`src/rtl/mips_pkg.sv`:
```
// Shared constants for the 2-stage MIPS pipeline: ALU codes, opcode/funct encodings.
package mips_pkg;

  localparam int unsigned DW_DEFAULT  = 32;
  localparam int unsigned RAW_DEFAULT = 5;

  localparam logic [2:0] ALU_ADD = 3'd0;
  localparam logic [2:0] ALU_SUB = 3'd1;
  localparam logic [2:0] ALU_AND = 3'd2;
  localparam logic [2:0] ALU_OR  = 3'd3;
  localparam logic [2:0] ALU_SLL = 3'd4;
  localparam logic [2:0] ALU_SRL = 3'd5;
  localparam logic [2:0] ALU_SLT = 3'd6;
  localparam logic [2:0] ALU_SGT = 3'd7;

  localparam logic [5:0] OP_RTYPE = 6'h00;
  localparam logic [5:0] OP_BEQ   = 6'h04;
  localparam logic [5:0] OP_ADDI  = 6'h08;
  localparam logic [5:0] OP_SLTI  = 6'h0A;
  localparam logic [5:0] OP_ANDI  = 6'h0C;
  localparam logic [5:0] OP_ORI   = 6'h0D;

  localparam logic [5:0] FN_SLL = 6'h00;
  localparam logic [5:0] FN_SRL = 6'h02;
  localparam logic [5:0] FN_ADD = 6'h20;
  localparam logic [5:0] FN_SUB = 6'h22;
  localparam logic [5:0] FN_AND = 6'h24;
  localparam logic [5:0] FN_OR  = 6'h25;
  localparam logic [5:0] FN_SLT = 6'h2A;

  // Which instruction field names the destination register.
  typedef enum logic [1:0] {DestZero, DestRd, DestRt} dest_sel_e;

endpackage

```
`src/rtl/alu_ctrl_decode.sv`:
```
// Combinational opcode/funct decode into ALU control and operand-select flags.
module alu_ctrl_decode
  import mips_pkg::*;
(
  input  logic [5:0] opcode_i,
  input  logic [5:0] funct_i,
  output logic [2:0] alu_signal_o,
  output logic       imm_sel_o,
  output logic       sign_ext_o,
  output logic       reg_write_o,
  output logic       branch_o,
  output dest_sel_e  dest_sel_o,
  output logic       illegal_o
);

  // Decode table; anything not listed is flagged illegal.
  always_comb begin
    alu_signal_o = ALU_ADD;
    imm_sel_o    = 1'b0;
    sign_ext_o   = 1'b0;
    reg_write_o  = 1'b0;
    branch_o     = 1'b0;
    dest_sel_o   = DestZero;
    illegal_o    = 1'b0;
    case (opcode_i)
      OP_RTYPE: begin
        reg_write_o = 1'b1;
        dest_sel_o  = DestRd;
        case (funct_i)
          FN_ADD:  alu_signal_o = ALU_ADD;
          FN_SUB:  alu_signal_o = ALU_SUB;
          FN_AND:  alu_signal_o = ALU_AND;
          FN_OR:   alu_signal_o = ALU_OR;
          FN_SLL:  alu_signal_o = ALU_SLL;
          FN_SRL:  alu_signal_o = ALU_SRL;
          FN_SLT:  alu_signal_o = ALU_SLT;
          default: begin
            illegal_o   = 1'b1;
            reg_write_o = 1'b0;
            dest_sel_o  = DestZero;
          end
        endcase
      end
      OP_ADDI, OP_SLTI, OP_ANDI, OP_ORI: begin
        imm_sel_o   = 1'b1;
        reg_write_o = 1'b1;
        dest_sel_o  = DestRt;
        sign_ext_o  = (opcode_i == OP_ADDI) || (opcode_i == OP_SLTI);
        case (opcode_i)
          OP_SLTI: alu_signal_o = ALU_SLT;
          OP_ANDI: alu_signal_o = ALU_AND;
          OP_ORI:  alu_signal_o = ALU_OR;
          default: alu_signal_o = ALU_ADD;
        endcase
      end
      OP_BEQ: begin
        alu_signal_o = ALU_SUB;
        branch_o     = 1'b1;
      end
      default: illegal_o = 1'b1;
    endcase
  end

endmodule

```
`src/rtl/id_ex_stage.sv`:
```
// Decode/issue stage: decodes, forwards writeback data, and registers ALU operands
// into a single handshaked pipeline slot.
module id_ex_stage
  import mips_pkg::*;
#(
  parameter int unsigned DW  = DW_DEFAULT,
  parameter int unsigned RAW = RAW_DEFAULT
) (
  input  logic           clk,
  input  logic           reset,
  input  logic           in_valid,
  output logic           in_ready,
  input  logic [31:0]    instr,
  input  logic [DW-1:0]  rs_data,
  input  logic [DW-1:0]  rt_data,
  input  logic           flush,
  input  logic           wb_en,
  input  logic [RAW-1:0] wb_addr,
  input  logic [DW-1:0]  wb_data,
  output logic           out_valid,
  input  logic           out_ready,
  output logic [DW-1:0]  alu_a,
  output logic [DW-1:0]  alu_b,
  output logic [2:0]     alu_signal,
  output logic [4:0]     alu_shiftamt,
  output logic [RAW-1:0] dest_addr,
  output logic           reg_write,
  output logic           branch,
  output logic           illegal_op
);

  logic [4:0]  rs_addr, rt_addr, rd_addr, shamt;
  logic [15:0] imm;
  assign rs_addr = instr[25:21];
  assign rt_addr = instr[20:16];
  assign rd_addr = instr[15:11];
  assign shamt   = instr[10:6];
  assign imm     = instr[15:0];

  logic [2:0] dec_signal;
  logic       dec_imm_sel, dec_sign_ext, dec_reg_write, dec_branch, dec_illegal;
  dest_sel_e  dec_dest_sel;

  alu_ctrl_decode u_decode (
    .opcode_i     (instr[31:26]),
    .funct_i      (instr[5:0]),
    .alu_signal_o (dec_signal),
    .imm_sel_o    (dec_imm_sel),
    .sign_ext_o   (dec_sign_ext),
    .reg_write_o  (dec_reg_write),
    .branch_o     (dec_branch),
    .dest_sel_o   (dec_dest_sel),
    .illegal_o    (dec_illegal)
  );

  logic           out_valid_q, out_valid_d;
  logic [DW-1:0]  alu_a_q, alu_a_d, alu_b_q, alu_b_d;
  logic [2:0]     alu_signal_q, alu_signal_d;
  logic [4:0]     alu_shiftamt_q, alu_shiftamt_d;
  logic [RAW-1:0] dest_addr_q, dest_addr_d;
  logic           reg_write_q, reg_write_d;
  logic           branch_q, branch_d;
  logic           illegal_op_q, illegal_op_d;

  logic           accept, is_shift;
  logic [DW-1:0]  rs_fwd, rt_fwd, imm_ext;
  logic [RAW-1:0] dest_sel_addr;

  assign in_ready = !out_valid_q || out_ready;
  assign accept   = in_valid && in_ready;

  // Operand forwarding, immediate extension and destination selection.
  always_comb begin
    rs_fwd  = (wb_en && (wb_addr != '0) && (wb_addr == RAW'(rs_addr))) ? wb_data : rs_data;
    rt_fwd  = (wb_en && (wb_addr != '0) && (wb_addr == RAW'(rt_addr))) ? wb_data : rt_data;
    imm_ext = {{(DW-16){dec_sign_ext & imm[15]}}, imm};
    is_shift = (dec_signal == ALU_SLL) || (dec_signal == ALU_SRL);
    unique case (dec_dest_sel)
      DestRd:  dest_sel_addr = RAW'(rd_addr);
      DestRt:  dest_sel_addr = RAW'(rt_addr);
      default: dest_sel_addr = '0;
    endcase
  end

  // Slot next state: flush beats accept and hold; illegal accepts load a bubble.
  always_comb begin
    alu_a_d        = alu_a_q;
    alu_b_d        = alu_b_q;
    alu_signal_d   = alu_signal_q;
    alu_shiftamt_d = alu_shiftamt_q;
    dest_addr_d    = dest_addr_q;
    reg_write_d    = reg_write_q;
    branch_d       = branch_q;
    out_valid_d    = out_valid_q;
    if (accept) begin
      // Shifts operate on rt; b is unused by the shifter and held at zero.
      alu_a_d        = is_shift ? rt_fwd : rs_fwd;
      alu_b_d        = is_shift ? '0 : (dec_imm_sel ? imm_ext : rt_fwd);
      alu_signal_d   = dec_signal;
      alu_shiftamt_d = is_shift ? shamt : 5'd0;
      dest_addr_d    = dest_sel_addr;
      reg_write_d    = dec_reg_write && (dest_sel_addr != '0);
      branch_d       = dec_branch;
    end
    if (flush)          out_valid_d = 1'b0;
    else if (accept)    out_valid_d = !dec_illegal;
    else if (out_ready) out_valid_d = 1'b0;
    illegal_op_d = accept && dec_illegal && !flush;
  end

  // Slot register, asynchronously cleared.
  always_ff @(posedge clk or posedge reset) begin
    if (reset) begin
      out_valid_q    <= 1'b0;
      alu_a_q        <= '0;
      alu_b_q        <= '0;
      alu_signal_q   <= ALU_ADD;
      alu_shiftamt_q <= '0;
      dest_addr_q    <= '0;
      reg_write_q    <= 1'b0;
      branch_q       <= 1'b0;
      illegal_op_q   <= 1'b0;
    end else begin
      out_valid_q    <= out_valid_d;
      alu_a_q        <= alu_a_d;
      alu_b_q        <= alu_b_d;
      alu_signal_q   <= alu_signal_d;
      alu_shiftamt_q <= alu_shiftamt_d;
      dest_addr_q    <= dest_addr_d;
      reg_write_q    <= reg_write_d;
      branch_q       <= branch_d;
      illegal_op_q   <= illegal_op_d;
    end
  end

  assign out_valid    = out_valid_q;
  assign alu_a        = alu_a_q;
  assign alu_b        = alu_b_q;
  assign alu_signal   = alu_signal_q;
  assign alu_shiftamt = alu_shiftamt_q;
  assign dest_addr    = dest_addr_q;
  assign reg_write    = reg_write_q;
  assign branch       = branch_q;
  assign illegal_op   = illegal_op_q;

endmodule
```
`config.mk`:
```
export PLATFORM = sky130hd
export DESIGN_NAME = id_ex_stage
export DESIGN_NICKNAME = d
export VERILOG_FILES = /design/src/rtl/mips_pkg.sv /design/src/rtl/alu_ctrl_decode.sv /design/src/rtl/id_ex_stage.sv
export SDC_FILE = /design/constraint.sdc
export NUM_CORES = 1
export LEC_CHECK = 0
export BUFFER_PORTS_ARGS = -buffer_cell sky130_fd_sc_hd__buf_2
export CAP_MARGIN = 20
export CORE_AREA = 8 8 111 113
export CTS_CLUSTER_SIZE = 20
export DETAILED_ROUTE_END_ITERATION = 10
export DIE_AREA = 0 0 119 121
export PLACE_DENSITY = 0.88
export SKIP_CTS_REPAIR_TIMING = 1
export SYNTH_ARGS = -nofsm -noshare
export SYNTH_HDL_FRONTEND = slang
export SYNTH_SLANG_ARGS = --single-unit
```
`constraint.sdc`:
```
create_clock -name clk -period 2.7 [get_ports clk]
set_input_delay 0 -clock clk [delete_from_list [all_inputs] [get_ports clk]]
set_output_delay 0 -clock clk [all_outputs]
set_load 0.02 [all_outputs]
```
# After elaboration in Yosys (flattened, before gate mapping)
# Cells that the tools add are included.
dict set report totals {
  ff_bits 81
}
dict set report op_classes {
  n_eq_ne 17
  n_mux 22
  bitwise_logic 1
  n_reduce_logical 21
}
# operator count
set ops {}
lappend ops {{2-to-1 mux 32 bit} 5}
lappend ops {{equality test 6 bit (second input constant)} 5}
lappend ops {{equality test 6 x 4 -> 1 bit (second input constant)} 4}
lappend ops {{case mux 3 bit (3 select lines)} 2}
lappend ops {{case mux 3 bit (6 select lines)} 1}
lappend ops {{logical NOT 6 bit} 2}
lappend ops {{equality test 5 bit} 2}
lappend ops {{case mux 5 bit (2 select lines)} 1}
lappend ops {{nonzero test 5 bit} 2}
lappend ops {{2-to-1 mux 1 bit} 9}
lappend ops {{logical AND 1 bit} 7}
lappend ops {{OR reduction 7 bit} 1}
lappend ops {{equality test 3 bit (second input constant)} 2}
lappend ops {{equality test 6 x 2 -> 1 bit (second input constant)} 1}
lappend ops {{equality test 6 x 3 -> 1 bit (second input constant)} 1}
lappend ops {{2-to-1 mux 5 bit} 1}
lappend ops {{OR reduction 5 bit} 1}
lappend ops {{case mux 1 bit (2 select lines)} 2}
lappend ops {{case mux 2 bit (2 select lines)} 1}
lappend ops {{OR reduction 4 bit} 1}
lappend ops {{logical NOT 1 bit} 3}
lappend ops {{logical OR 1 bit} 3}
lappend ops {{nonzero test 3 bit} 1}
lappend ops {{equality test 2 x 1 -> 1 bit (second input constant)} 1}
lappend ops {{other kinds (2)} 2}

# Depth between registers and ports, before layout
dict set report depth {
  ltp_word 8
  ltp_mapped 13
}

# Modules after synthesis
# Synthesis repeated with hierarchy kept, for this count alone.
dict set report unflattened {
  hier_cells 405
  hier_area_um2 4322.9
}
# module n_inst cells_per_inst area_per_inst_um2 seq_area_each_um2
set by_module_without_submodules {}
lappend by_module_without_submodules {id_ex_stage 1 365 4066.4 2026.9}
lappend by_module_without_submodules {alu_ctrl_decode 1 40 256.5 0.0}

# Worst setup path after synthesis
# OpenSTA, ideal clock, no wires.
dict set report synth_path {
  path_type {input to register}
  startpoint {input instr[26]}
  endpoint {register reg_write_q, in the netlist reg_write}
  arrival_ns 2.059
  t_required_ns 2.569
  path_slack_ns 0.510
  path_stages 11
  path_cell_list {buf_6 > or4_4 > or2_2 > a21oi_1 > inv_1 > ha_1 > a22oi_1 > nor2_1 > o21a_1 > nor4_1 > o21ai_0}
}
dict set report synth_via {
  elab_chain_len 7
}
# item line_no
set synth_lines {}
lappend synth_lines {{from (decl)} id_ex_stage.sv:13} ;# input logic [31:0] instr,
lappend synth_lines {{equality test 6 x 4 -> 1 bit} alu_ctrl_decode.sv:25} ;# case (opcode_i)
lappend synth_lines {{OR reduction 4 bit} alu_ctrl_decode.sv:25}
lappend synth_lines {{case mux 2 bit (2 select lines)} alu_ctrl_decode.sv:25}
lappend synth_lines {{equality test 2 bit / equality test 2 x 1 -> 1 bit (equally long branches)} id_ex_stage.sv:78} ;# unique case (dec_dest_sel)
lappend synth_lines {{case mux 5 bit (2 select lines)} id_ex_stage.sv:78}
lappend synth_lines {{nonzero test 5 bit} id_ex_stage.sv:102} ;# reg_write_d = dec_reg_write && (dest_sel_addr != '0);
lappend synth_lines {{logical AND 1 bit *} id_ex_stage.sv:102}
lappend synth_lines {{to (signal assigned)} id_ex_stage.sv:130} ;# reg_write_q <= reg_write_d;
lappend synth_lines {{to (decl)} id_ex_stage.sv:61} ;# logic reg_write_q, reg_write_d;
# Mark *: on every way between the ends. The rest lies on a longest branch, timed or not.
# A chain may end at the register's enable or synchronous reset.

# Worst setup path in the final report
dict set report layout_path {
  startpoint {input wb_addr[1]}
  endpoint {register alu_a_q[13], in the netlist alu_a[13]}
}
dict set report layout_via {
  elab_chain_len 5
}
# item line_no
set layout_lines {}
lappend layout_lines {{from (decl)} id_ex_stage.sv:18} ;# input logic [RAW-1:0] wb_addr,
lappend layout_lines {{nonzero test 5 bit} {id_ex_stage.sv:74, id_ex_stage.sv:75}}
lappend layout_lines {{logical AND 1 bit} {id_ex_stage.sv:74, id_ex_stage.sv:75}}
lappend layout_lines {{logical AND 1 bit (on tied branches)} {id_ex_stage.sv:74, id_ex_stage.sv:75}}
lappend layout_lines {{2-to-1 mux 32 bit (on tied branches)} {id_ex_stage.sv:74, id_ex_stage.sv:75}}
lappend layout_lines {{2-to-1 mux 32 bit *} id_ex_stage.sv:97} ;# alu_a_d = is_shift ? rt_fwd : rs_fwd;
lappend layout_lines {{to (signal assigned)} id_ex_stage.sv:125} ;# alu_a_q <= alu_a_d;
lappend layout_lines {{to (decl)} id_ex_stage.sv:57} ;# logic [DW-1:0] alu_a_q, alu_a_d, alu_b_q, alu_b_d;
# Marks and branches as above.

==> flow_metrics.env <==
export IMPL_status="finished with violations"
export IMPL_violations="negative hold slack"
export IMPL_initial_core_util_pct=46.4
export IMPL_ys_types=57
export IMPL_fin_skew_ns=0.0103
export IMPL_slowest_delay_ns=1.07
export IMPL_cap_violations=0
export IMPL_internal_power_uw=2070
export IMPL_cpMaxStageDelayCell="and4_2"
export IMPL_p_sw_uw=1010
export IMPL_ys_warn_count=0
export IMPL_first_iter_violations=720
export IMPL_ys_seq_elements=81
export IMPL_drv_slew=0
export IMPL_rsz0062_at_grt="false"
export IMPL_p_leak_uw=0.00312
export IMPL_syn_area_um2=4920
export IMPL_cts_sinks=81
export IMPL_synth_edf_count=0
export IMPL_synth_top_area_share_pct=41.2
export IMPL_grt_max_degree=64
export IMPL_yosysTopAreaCell="dfrtp_1"
export IMPL_start_kind="input port"
export IMPL_worst_path_max_fanout=32
export IMPL_hold_violations=7
export IMPL_grt_pass1_wl_um=28200
export IMPL_overflow=0
export IMPL_cp_required_ns=2.95
export IMPL_crit_arrival_ns=2.78
export IMPL_vdd_drop_max_mv=0.272
export IMPL_p_per_area_nw_per_um2=474
export IMPL_grt_pass1_vias=5567
export IMPL_setup_tns_final_ns=0
export IMPL_clkSlewWorstSetupHoldPaths_ns=0.09
export IMPL_dieArea_um2=14400
export IMPL_period_needed_ns=2.54
export IMPL_hold_path_class="input port to flop"
export IMPL_synth_net_count=655
export IMPL_fmax_ghz=0.394
export IMPL_io_buffers=220
export IMPL_synthCells=514
export IMPL_synthArstFlopShare_pct=100
export IMPL_power_uw=3090
export IMPL_instances_no_fill=882
export IMPL_worstSetupPathType="input port to flop"
export IMPL_root_buffer="clkbuf_8"
export IMPL_relSlewSlack_pct=25.7
export IMPL_antenna_found_initial=3
export IMPL_synthTopCellsByArea="dfrtp_1 41%, a221oi_1 6.8%, mux2i_1 6.5%"
export IMPL_drc=0
export IMPL_area_growth_pct=32.3
export IMPL_core_region_area_um2=10600
export IMPL_pwr_share_comb_pct=26.6
export IMPL_worst_pin_slew_ns=1.11
export IMPL_sequentialPowerShare_pct=44.7
export IMPL_drive_above_1_share_pct=35.9
export IMPL_core_rowCount=38
export IMPL_cts_max_level=3
export IMPL_worst_skew_pair_late_latency_ns=0.35
export IMPL_r2r_setup_slack_ns=0.67
export IMPL_crit_path_cell_trace="buf_2 -> or4_1 -> o21a_2 -> and4_2 -> mux2i_1 -> dlygate4sd3_1 -> a221oi_1"
export IMPL_grt_total_usage_pct=23.9
export IMPL_avgViaCountPerCell=6.12
export IMPL_io_pins=221
export IMPL_num_vias=5394
export IMPL_die_w_um=119
export IMPL_final_cell_area_um2=6510
export IMPL_drtPass1Iterations=6
export IMPL_hold_worst_slack_ns=-0.0265
export IMPL_wire_per_inst_um=20.9
export IMPL_drtAntennaViolNets=0
export IMPL_crit_buf_inv=2
export IMPL_cts_made_buffers=9
export IMPL_die_height_um=121
export IMPL_syn_avg_cell_area_um2=9.57
export IMPL_endpoint_kind="flop"
export IMPL_clk_path_buf_depth=2
export IMPL_path_delay_family="simple AND/OR/NAND/NOR gates"
export IMPL_place_gp_congestion=0.983
export IMPL_drt_wl_total_um=18400
export IMPL_synth_seq_area_share_pct=41.2
export IMPL_dp_hpwl_um=13200
export IMPL_dp_cells=839
export IMPL_setup_viol=0
export IMPL_swShare_pct=32.8
export IMPL_placed_cell_area_um2=6050
export IMPL_cts_tree="done"
export IMPL_ys_flop_type="dfrtp_1"
export IMPL_nNetsFinal=877
export IMPL_min_period_over_period_pct=93.9
export IMPL_p_clk_share_pct=28.7
worst paths after layout:
kind	start	to	cells past startpoint
min in group asynchronous	reset	alu_a[19]	3
min	instr[27]	alu_signal[2]	3
max in group asynchronous	reset	alu_b[28]	4
min reg2reg	alu_b[13]	alu_b[13]	2
max	wb_addr[1]	alu_a[13]	7
max reg2reg	out_valid	illegal_op	6
logic make-up after synthesis:
kind of cell	count (synthesis)	synth area share, %
fa+ha+maj	2	0.509
buf+inv	65	6.89
mux	32	6.51
compound gates	168	27.3
xor+xnor	11	1.96
flops	81	41.2
simple gates	155	15.6
worst reg2reg max path: stages, from the launching register on:
cell	delay (ns)
dfrtp_1	0.35
nand2b_1	0.13
nand2_2	0.11
buf_4	0.54
nor2_1	0.10
o31a_1	0.13
dlygate4sd3_1	0.55
per-layer routing:
metal / share of wire, % / up-vias / GRT usage [%] / wire (um)
met5: 0.12 / - / 0 / 23
met4: 4.3 / 4 / 13.1 / 785
met3: 7.6 / 79 / 5.12 / 1400
met2: 49 / 344 / 40.7 / 9110
met1: 39 / 2567 / 27.7 / 7090
li1: - / 2400 / - / -
synth_stat cells, types with 2 or more instances:
cell type and number:
a21boi_0 15, a21boi_1 2, a21o_1 3, a21oi_1 3, a21oi_2 2, a221oi_1 38
a22o_1 22, a22oi_1 21, a31oi_1 3, and3_1 18, buf_2 10, buf_4 6
buf_6 8, clkbuf_1 21, dfrtp_1 81, ha_1 2, inv_1 18, mux2i_1 32
nand2_1 39, nand2b_1 2, nand3_1 2, nand4_1 18, nor2_1 50, nor2b_1 2
nor3_1 6, nor3b_1 2, o211ai_1 17, o21a_1 2, o21ai_0 5, o221ai_1 10
o31ai_1 16, or2_2 3, or3_1 2, xnor2_1 2, xor2_1 9
state kept, by name, summed over array words and instances, names as in the netlist:
| name | count |
|---|---|
| illegal_op | 1 |
| dest_addr | 5 |
| alu_signal | 3 |
| reg_write | 1 |
| alu_a | 32 |
| alu_shiftamt | 5 |
| alu_b | 32 |
| out_valid | 1 |
| branch | 1 |
cells in the final DEF (no fill, tap or decap), types with 3 or more instances in the layout:
cell type      count
nor3_1             5
buf_2            220
nor2_1            49
and3_1            18
o31ai_1           16
mux2i_1           32
xor2_1             9
or2_2              3
o211ai_1          17
nand2_1           39
a21oi_1            3
clkbuf_8          13
o21ai_0            5
a31oi_1            3
o221ai_1          10
a221oi_1          38
inv_1             17
clkinv_2           3
dlygate4sd3_1     25
a21o_1             3
a22oi_1           21
buf_4              9
nand4_1           18
dfrtp_1           81
a21boi_0          15
a22o_1            22
power groups by stage:
stage                     Sequential [uW]  Clock [uW]  Combinational [uW]
after floorplan                      1530           0                 314
after global placement               1400           0                 767
after detailed placement             1400           0                 785
after CTS                            1380         898                 788
after global routing                 1390         946                 881
final                                1380         887                 820
per-stage QoR:
step	setup WS, ns	util, %
floorplan	0.510	-
global placement	0.318	57.0
detailed placement	0.161	57.0
CTS	0.520	58.8
global route	0.0512	61.4
finish	0.164	61.4
final cells by class:
class / count / area, um^2
Inverter: 19 / 72.6
Timing Repair Buffer: 257 / 1470
Multi-Input combinational cell: 368 / 2560
Tap cell: 140 / 175
Clock buffer: 14 / 183
Clock inverter: 2 / 10.0
Sequential cell: 81 / 2030
Antenna cell: 1 / 2.50
Fill cell: 882 / 4100
No activity file was read; power rests on OpenSTA's default activity.
